## src/rtl/dpram_xfer_responder.sv

```systemverilog
// dpram_xfer_responder: drains a filled DPRAM buffer as a valid/ready
// word stream. The DPRAM read has one cycle of registered latency.
module dpram_xfer_responder #(
   parameter int P_DPRAM_ADR_WIDTH = 10,
   parameter int P_CNT_WIDTH       = 32
) (
   input  logic                         clk,
   input  logic                         rst,
   input  logic                         en,
   input  logic                         cfg_mode,
   input  logic                         dpram_run,
   input  logic [15:0]                  dpram_len,
   output logic                         dpram_busy,
   output logic                         dpram_mode,
   output logic [P_DPRAM_ADR_WIDTH-1:0] dpram_rd_addr,
   input  logic [31:0]                  dpram_rd_data,
   output logic [31:0]                  out_data,
   output logic                         out_valid,
   input  logic                         out_ready,
   output logic                         out_last,
   output logic [P_CNT_WIDTH-1:0]       xfer_count,
   output logic                         err_len
);

   localparam int     AW    = P_DPRAM_ADR_WIDTH;
   localparam longint DEPTH = longint'(1) << AW;

   typedef enum logic [2:0] {
      S_IDLE,
      S_ADDR,
      S_CAPT,
      S_PRESENT,
      S_DONE
   } state_t;

   state_t                 state, state_d;
   logic                   busy_d;
   logic                   mode_d;
   logic [AW-1:0]          addr_d;
   logic [31:0]            data_d;
   logic                   valid_d;
   logic [P_CNT_WIDTH-1:0] cnt_d;
   logic                   err_d;
   logic [AW-1:0]          last_addr, last_addr_d;
   logic                   bad, bad_d;
   logic                   len_ok;

   assign len_ok = (dpram_len != 16'd0) &&
                   (longint'(dpram_len) <= DEPTH);

   assign out_last = out_valid && (dpram_rd_addr == last_addr);

   always_comb begin
      state_d     = state;
      busy_d      = dpram_busy;
      mode_d      = dpram_mode;
      addr_d      = dpram_rd_addr;
      data_d      = out_data;
      valid_d     = out_valid;
      cnt_d       = xfer_count;
      err_d       = err_len;
      last_addr_d = last_addr;
      bad_d       = bad;
      if (!en) begin
         state_d = S_IDLE;
         busy_d  = 1'b0;
         valid_d = 1'b0;
         if (state == S_IDLE) begin
            mode_d = cfg_mode;
         end
      end else begin
         unique case (state)
            S_IDLE: begin
               mode_d = cfg_mode;
               if (dpram_run) begin
                  busy_d = 1'b1;
                  addr_d = '0;
                  if (len_ok) begin
                     last_addr_d = AW'(dpram_len - 16'd1);
                     bad_d       = 1'b0;
                     state_d     = S_ADDR;
                  end else begin
                     // S_DONE drops busy after one cycle, no count
                     err_d   = 1'b1;
                     bad_d   = 1'b1;
                     state_d = S_DONE;
                  end
               end
            end
            S_ADDR: begin
               state_d = S_CAPT;
            end
            S_CAPT: begin
               data_d  = dpram_rd_data;
               valid_d = 1'b1;
               state_d = S_PRESENT;
            end
            S_PRESENT: begin
               if (out_ready) begin
                  valid_d = 1'b0;
                  if (dpram_rd_addr == last_addr) begin
                     state_d = S_DONE;
                  end else begin
                     addr_d  = dpram_rd_addr + 1'b1;
                     state_d = S_ADDR;
                  end
               end
            end
            S_DONE: begin
               busy_d = 1'b0;
               if (!bad) begin
                  cnt_d = xfer_count + 1'b1;
               end
               state_d = S_IDLE;
            end
            default: begin
               state_d = S_IDLE;
            end
         endcase
      end
   end

   always_ff @(posedge clk or posedge rst) begin
      if (rst) begin
         state         <= S_IDLE;
         dpram_busy    <= 1'b0;
         dpram_mode    <= 1'b0;
         dpram_rd_addr <= '0;
         out_data      <= '0;
         out_valid     <= 1'b0;
         xfer_count    <= '0;
         err_len       <= 1'b0;
         last_addr     <= '0;
         bad           <= 1'b0;
      end else begin
         state         <= state_d;
         dpram_busy    <= busy_d;
         dpram_mode    <= mode_d;
         dpram_rd_addr <= addr_d;
         out_data      <= data_d;
         out_valid     <= valid_d;
         xfer_count    <= cnt_d;
         err_len       <= err_d;
         last_addr     <= last_addr_d;
         bad           <= bad_d;
      end
   end

endmodule

```

## config.mk

```make
export PLATFORM = sky130hd
export DESIGN_NAME = dpram_xfer_responder
export DESIGN_NICKNAME = d
export VERILOG_FILES = /design/src/rtl/dpram_xfer_responder.sv
export SDC_FILE = /design/constraint.sdc
export NUM_CORES = 1
export LEC_CHECK = 0
export CAP_MARGIN = 20
export CORE_UTILIZATION = 51
export DETAILED_ROUTE_END_ITERATION = 7
export PLACE_DENSITY = 0.86
export SETUP_SLACK_MARGIN = 0.2
export SYNTH_ARGS = -nofsm -noshare
export SYNTH_HDL_FRONTEND = slang
export SYNTH_SLANG_ARGS = --single-unit
```

## constraint.sdc

```tcl
create_clock -name clk -period 5.3 [get_ports clk]
set_input_delay 1.06 -clock clk [delete_from_list [all_inputs] [get_ports clk]]
set_output_delay 1.06 -clock clk [all_outputs]
set_load 0.05 [all_outputs]
```

==> reports/metrics.yaml <==
clock_tree:
  clock_path_buffers: 2
  insertion_delay_ns: 0.35
  hold_buffers: 0
  htreeDepth: 3
  root_buffer: "clkbuf_8"
  numCtsBuffers: 9
  cts_tree: "built"
  cts_sinks: 92
  cts_resized: 0
  cts_setup_buffers: 0
  clk_pin_slew_ns: 0.09
floorplanning:
  io_pins: 133
  die_x_um: 94.1
  die_height_um: 94.1
  initial_core_util: 0.526
  num_rows: 33
  coreArea_um2: 8220
  die-area_um2: 8850
placed_design:
  dp.cells: 598
  place.gp.congestion: 0.827
  port_buffers: 132
  place_ws_ns: 1.55
  dpl.hpwl_mm: 7.08
worst_setup_path:
  cp.required_ns: 4.24
  r2r_end: "xfer_count[22]"
  rrSetupSlack_ns: 2.91
  rr_worst_depth: 5
  critical_path.reg2reg.startpoint: "state[1]"
  crit_type: "reg2out"
  cp.arrival_ns: 2.65
  crit_path_end_kind: "output pin"
  start_kind: "flop"
  critPathMaxFanout: 20
detailed_routing:
  wl_per_cell_um: 15.2
  vias: 3311
  firstDrtPassIters: 4
  vias_per_cell: 5.39
  routed_wl_mm: 9.34
  drtIter0Drc: 77
  post-route-drc-count: 0
  final_antenna_net_count: 0
sta:
  setup_ws_ns: 1.59
  post-route-period-util: 0.700
  maxSlewHeadroom: 0.361
  clock_skew_ns: 0.0124
  tightest_slew_ns: 0.959
  finalSetupViolCount: 0
  period_minus_slack_ns: 3.71
  max_freq_ghz: 0.270
  rsz0062_at_grt: "no"
  maxSlewViolCount: 0
  hold_viol_final: 0
  finalSetupTns_ns: 0
pwr:
  p_total_mw: 1.73
  switching_share: 0.320
  seqPwrFrac: 0.461
  combPwrFrac: 0.269
  vdd_drop_max_mv: 0.149
  power.switching_uw: 556
  internal_power_mw: 1.18
  power_frac_clock: 0.270
  power_density_nw_per_um2: 291
  power.leakage_nw: 2.58
logic_synthesis:
  synthesis.nets: 427
  synthCells: 369
  synth_fa_ha_area_frac: 0.0116
  yosysTopAreaCellShare: 0.533
  netlist_area_um2: 4320
  synthSimpleGateAreaFrac: 0.170
  yosysUniqueCellTypes: 45
  synthMuxAreaShare: 0.124
  async_reset_ff_frac: 1.00
  synth_flop_cell: "dfrtp_1"
  ys_warn_count: 0
  synth-seq-area-share: 0.533
  synth_enable_flop_cells: 0
  synth_compound_area_frac: 0.0379
  avgSynthCellArea_um2: 11.7
  synth_top_family_by_area: "simple AND/OR/NAND/NOR gates"
  synthXorXnorAreaFrac: 0.0993
  netlist_top_cells_area: "dfrtp_1 53%, mux2_2 9.1%, xnor2_1 6.3%"
  synth_top_area_cell: "dfrtp_1"
  synth-seq-cells: 92
grt:
  gr-usage-all-layers: 0.215
  grt_max_degree: 58
  overflow: 0
  antenna_found_initial: 0
  grt_first_pass_wirelength_mm: 14.7
  grt_pass1_vias: 3171
min_path:
  min-delay-start: "err_len"
  hold_path.class: "reg2reg"
  hold_depth: 1
  holdPathEnd: "err_len"
cells_and_area:
  drive_gt1_frac: 0.145
  syn_to_final_growth_pct: 37.8
  stdcell_count: 614
  diodes: 0
  nets: 563
job:
  maxCapViolCount: 0
outcome:
  status: "complete, no violations"
==> cells in the final DEF, fill, tap and decap left out, drive strengths merged, types with 7 or more instances in the layout <==
master         count
nand4             13
nor3              12
and3              10
mux2              43
o211ai             7
xor2              18
dfrtp             92
nand2             20
xnor2             31
nor2              19
inv               13
clkbuf            10
nand3             24
clkdlybuf4s50    132
==> registers in the layout (all words and copies together), names as in the netlist <==
register	count
dpram_busy	1
last_addr	10
bad	1
dpram_mode	1
err_len	1
xfer_count	32
state	3
out_data	32
out_valid	1
dpram_rd_addr	10
==> critical path, cell delays in order (launching register included) <==
cell and delay, ns:
dfrtp_1 0.48, xnor2_1 0.20, nand4_1 0.14, nor4_2 0.23, buf_4 0.26, and2_1 0.16, clkdlybuf4s50_1 0.83
==> layout make-up <==
class	instances	area, um2
clock buffers	10	138
clock inverters	5	61.3
fillers	586	2260
inverters	13	50.0
multi-input cells	252	1920
flip-flops and latches	92	2300
well taps	105	131
repair buffers	137	1360
==> cell families after synthesis <==
family                     Yosys count
AOI/OAI and AO/OA                   22
xor gates and xnor gates            49
adders and majority gates            4
buffers and inverters               25
DFF                                 92
muxes                               45
and+or+nand+nor                    132
==> routing by layer <==
layer | vias up | track usage | part of all wire
li1 | 1570 | - | -
met3 | 10 | 0.0437 | 0.060
met4 | 0 | 0.0551 | 0.010
met2 | 124 | 0.375 | 0.50
met5 | - | 0 | 0
met1 | 1607 | 0.273 | 0.43
==> how the worst max path moves through the flow <==
stage	startpoint	slack (ns)	to	cells past startpoint
3_3_place_gp	dpram_len[7]	1.58	last_addr[9]	6
5_1_grt	dpram_rd_addr[3]	1.41	out_last	6
6_report	dpram_rd_addr[3]	1.59	out_last	6
4_1_cts	dpram_rd_addr[3]	1.57	out_last	6
2_1_floorplan	rst	1.85	bad	1
3_5_place_dp	dpram_len[7]	1.55	last_addr[9]	6
==> metrics by stage <==
step	utilization	hold WS, ns	area [um2]
after floorplan	-	0.480	4320
after global placement	0.700	0.460	5750
after detailed placement	0.700	0.447	5750
after CTS	0.724	0.477	5950
after global routing	0.725	0.495	5960
final	0.725	0.478	5960
==> Yosys cell counts, types with 2 or more instances <==
cell type,number
nor3_1,11
or4_4,2
xnor2_1,31
a21oi_1,2
o22ai_1,2
nand2_1,20
and2_1,3
and4_1,2
o211ai_1,7
clkbuf_1,8
nand4_1,13
or4_1,4
o21ai_0,2
buf_1,3
nand2b_1,5
nor3b_1,2
mux2_4,8
inv_1,13
nor4_1,5
or3b_2,2
nor2b_1,4
ha_1,4
mux2i_1,2
mux2_2,35
nand4b_1,2
and3_1,10
xor2_1,18
nor2_1,18
dfrtp_1,92
nand3_1,24
==> power by group through the flow <==
stage          clock network, mW  registers (mW)  logic [mW]
6_report                   0.469           0.800       0.466
5_1_grt                    0.507           0.807       0.492
4_1_cts                    0.480           0.800       0.471
3_5_place_dp                   0           0.815       0.471
3_3_place_gp                   0           0.810       0.463
2_1_floorplan                  0            1.01      0.0921
No activity file was read; power rests on OpenSTA's default activity.
==> edit, RTL diff (same settings) <==
Register the input `cfg_mode` before use. The logic sees it one clock later. The other inputs are not delayed to match.
--- a/src/rtl/dpram_xfer_responder.sv
+++ b/src/rtl/dpram_xfer_responder.sv
@@ -35,2 +35,8 @@
 
+   logic cfg_mode_q;
+
+   always_ff @(posedge clk) begin
+      cfg_mode_q <= cfg_mode;
+   end
+
    state_t                 state, state_d;
@@ -68,3 +74,3 @@
          if (state == S_IDLE) begin
-            mode_d = cfg_mode;
+            mode_d = cfg_mode_q;
          end
@@ -73,3 +79,3 @@
             S_IDLE: begin
-               mode_d = cfg_mode;
+               mode_d = cfg_mode_q;
                if (dpram_run) begin
Formal check against the unedited RTL: not equivalent (Yosys sat finds a counterexample within 4 cycles, from zero or initial values and one cycle with rst high).
==> edit against the unedited design <==
  * Synthesized area increased by 0.46%
  * Register-to-register slack worse by 30 ps
  * Cell area increased by 0.76%
  * Clock skew increased by 2.5 ps
  * Wire length up 5.7%
  * Power up 3.9%
  * Setup slack better by 130 ps
  * Sequential cell count up 1
  * Critical path type unchanged
==> edit: results (changes against the unedited design) <==
grt:
  grt_pass1_vias: 3187  # +0.50%
  grt_pass1_wl_um: 15600  # +6.0%
  grt_usage: 0.230  # +0.0150
  grt_antenna_before_repair: 0  # unchanged
  grt_max_degree: 51  # -12%
yosys:
  synth_fp_nets: 428  # +0.23%
  ys_async_sr_fraction: 0.989  # -0.0108
  yosys_warnings: 0  # unchanged
  synth_area_leaders: "dfrtp_1 53%, mux2_2 9.1%, xnor2_1 6.3%"
  synth_top_area_share: 0.530  # -0.00245
  ys_types: 46  # +2.2%
  synth_commonest_cells: "92 x dfrtp_1, 35 x mux2_2, 31 x xnor2_1"
  synth-main-ff-cell: "dfrtp_1"
  ys_seq_area_frac: 0.535  # +0.00215
cts:
  clkLatencyLatePin_ps: 360
  path_clk_slew_ps: 90  # about the same
  cts_setup_buffers: 0  # unchanged
  htreeDepth: 3  # unchanged
  ctsResizeCount: 0  # unchanged
  cts_buffers: 9  # unchanged
  cts_buffer_depth: 2  # unchanged
  cts_root_buf: "clkbuf_8"
power:
  p_leak_nw: 2.60  # +1.0%
  irDropWorstVdd_mv: 0.160  # +7.3%
worst_setup_path:
  worstPathArrival_ps: 2520  # -130 ps
  r2r_cells: 5  # unchanged
  r2r_slack_ps: 2880  # -30 ps
  worstPathMaxFanout: 9  # -55%
  r2r-start: "state[1]"
final_layout:
  n_fill_cell: 578  # -1.4%
  drive_gt1_frac: 0.145  # -0.000569
  nNetsFinal: 564  # +0.18%
place:
  port_buffers: 132  # unchanged
  post-dp-hpwl_um: 7370  # +4.2%
  place.gp.congestion: 0.810  # -2.1%
hold_path:
  hold_start: "cfg_mode_q"
  min_to: "dpram_mode"
drt:
  drt_first_pass_iters: 4  # unchanged
  routed_via_density: 5.38  # -0.32%
  drt_iter0_drc: 105  # +36%
  wl_um: 9870  # +5.7%
sta:
  worstMarginPinSlew_ps: 826  # -133 ps
  clock_skew_ps: 14.9  # +2.45 ps
outcome:
  status: "finished, final reports clean"
edit: area by class of cell:
class / count / area share
inverter: 13 / 0.00834
timing repair buffer: 137 / 0.226
clock inverter: 6 / 0.0161
clock buffer: 10 / 0.0213
sequential: 93 / 0.387
tap: 105 / 0.0219
multi-input combinational: 252 / 0.319
edit: cell families after synthesis:
logic type | share of synthesized area
AO/OA/AOI/OAI | 0.0377
XOR/XNOR | 0.0988
adder cells (fa/ha/maj) | 0.0115
buffers and inverters | 0.0254
flip-flops | 0.535
multiplexers | 0.123
AND/OR/NAND/NOR | 0.169
edit: worst max path at each step:
stage                           from      endpoint  slack, ps
floorplan                        rst           bad       1850
global placement        dpram_len[7]  last_addr[9]       1580
detailed placement      dpram_len[7]  last_addr[9]       1560
CTS                 dpram_rd_addr[3]      out_last       1720
global route        dpram_rd_addr[3]      out_last       1580
finish              dpram_rd_addr[3]      out_last       1720
edit: metrics by stage:
step,util,cell area [µm²],hold WS (ps),std cells,worst slack [ps]
floorplan,-,4340,439,370,1850
detailed placement,0.702,5770,449,599,1560
global route,0.730,6000,496,616,1580
finish,0.730,6000,471,616,1720
global placement,0.702,5770,445,599,1580
CTS,0.730,6000,473,615,1720
edit: where the power goes:
group / internal, mW / switching (mW) / total [mW]
logic: 0.186 / 0.281 / 0.467
clock network: 0.271 / 0.257 / 0.528
registers: 0.771 / 0.0372 / 0.808
edit: worst max-delay path, stage by stage, from the launching register on:
cell and delay (ps):
dfrtp_1 500, xnor2_1 200, nand4_1 130, nor4_2 320, and2_1 190, clkdlybuf4s50_1 830
edit: routing by layer:
layer,part of all wire,vias to the layer above,track usage
met1,0.42,1602,0.287
met4,0.012,0,0.0808
met2,0.50,115,0.394
met5,0,-,0
li1,-,1580,-
met3,0.059,14,0.0461
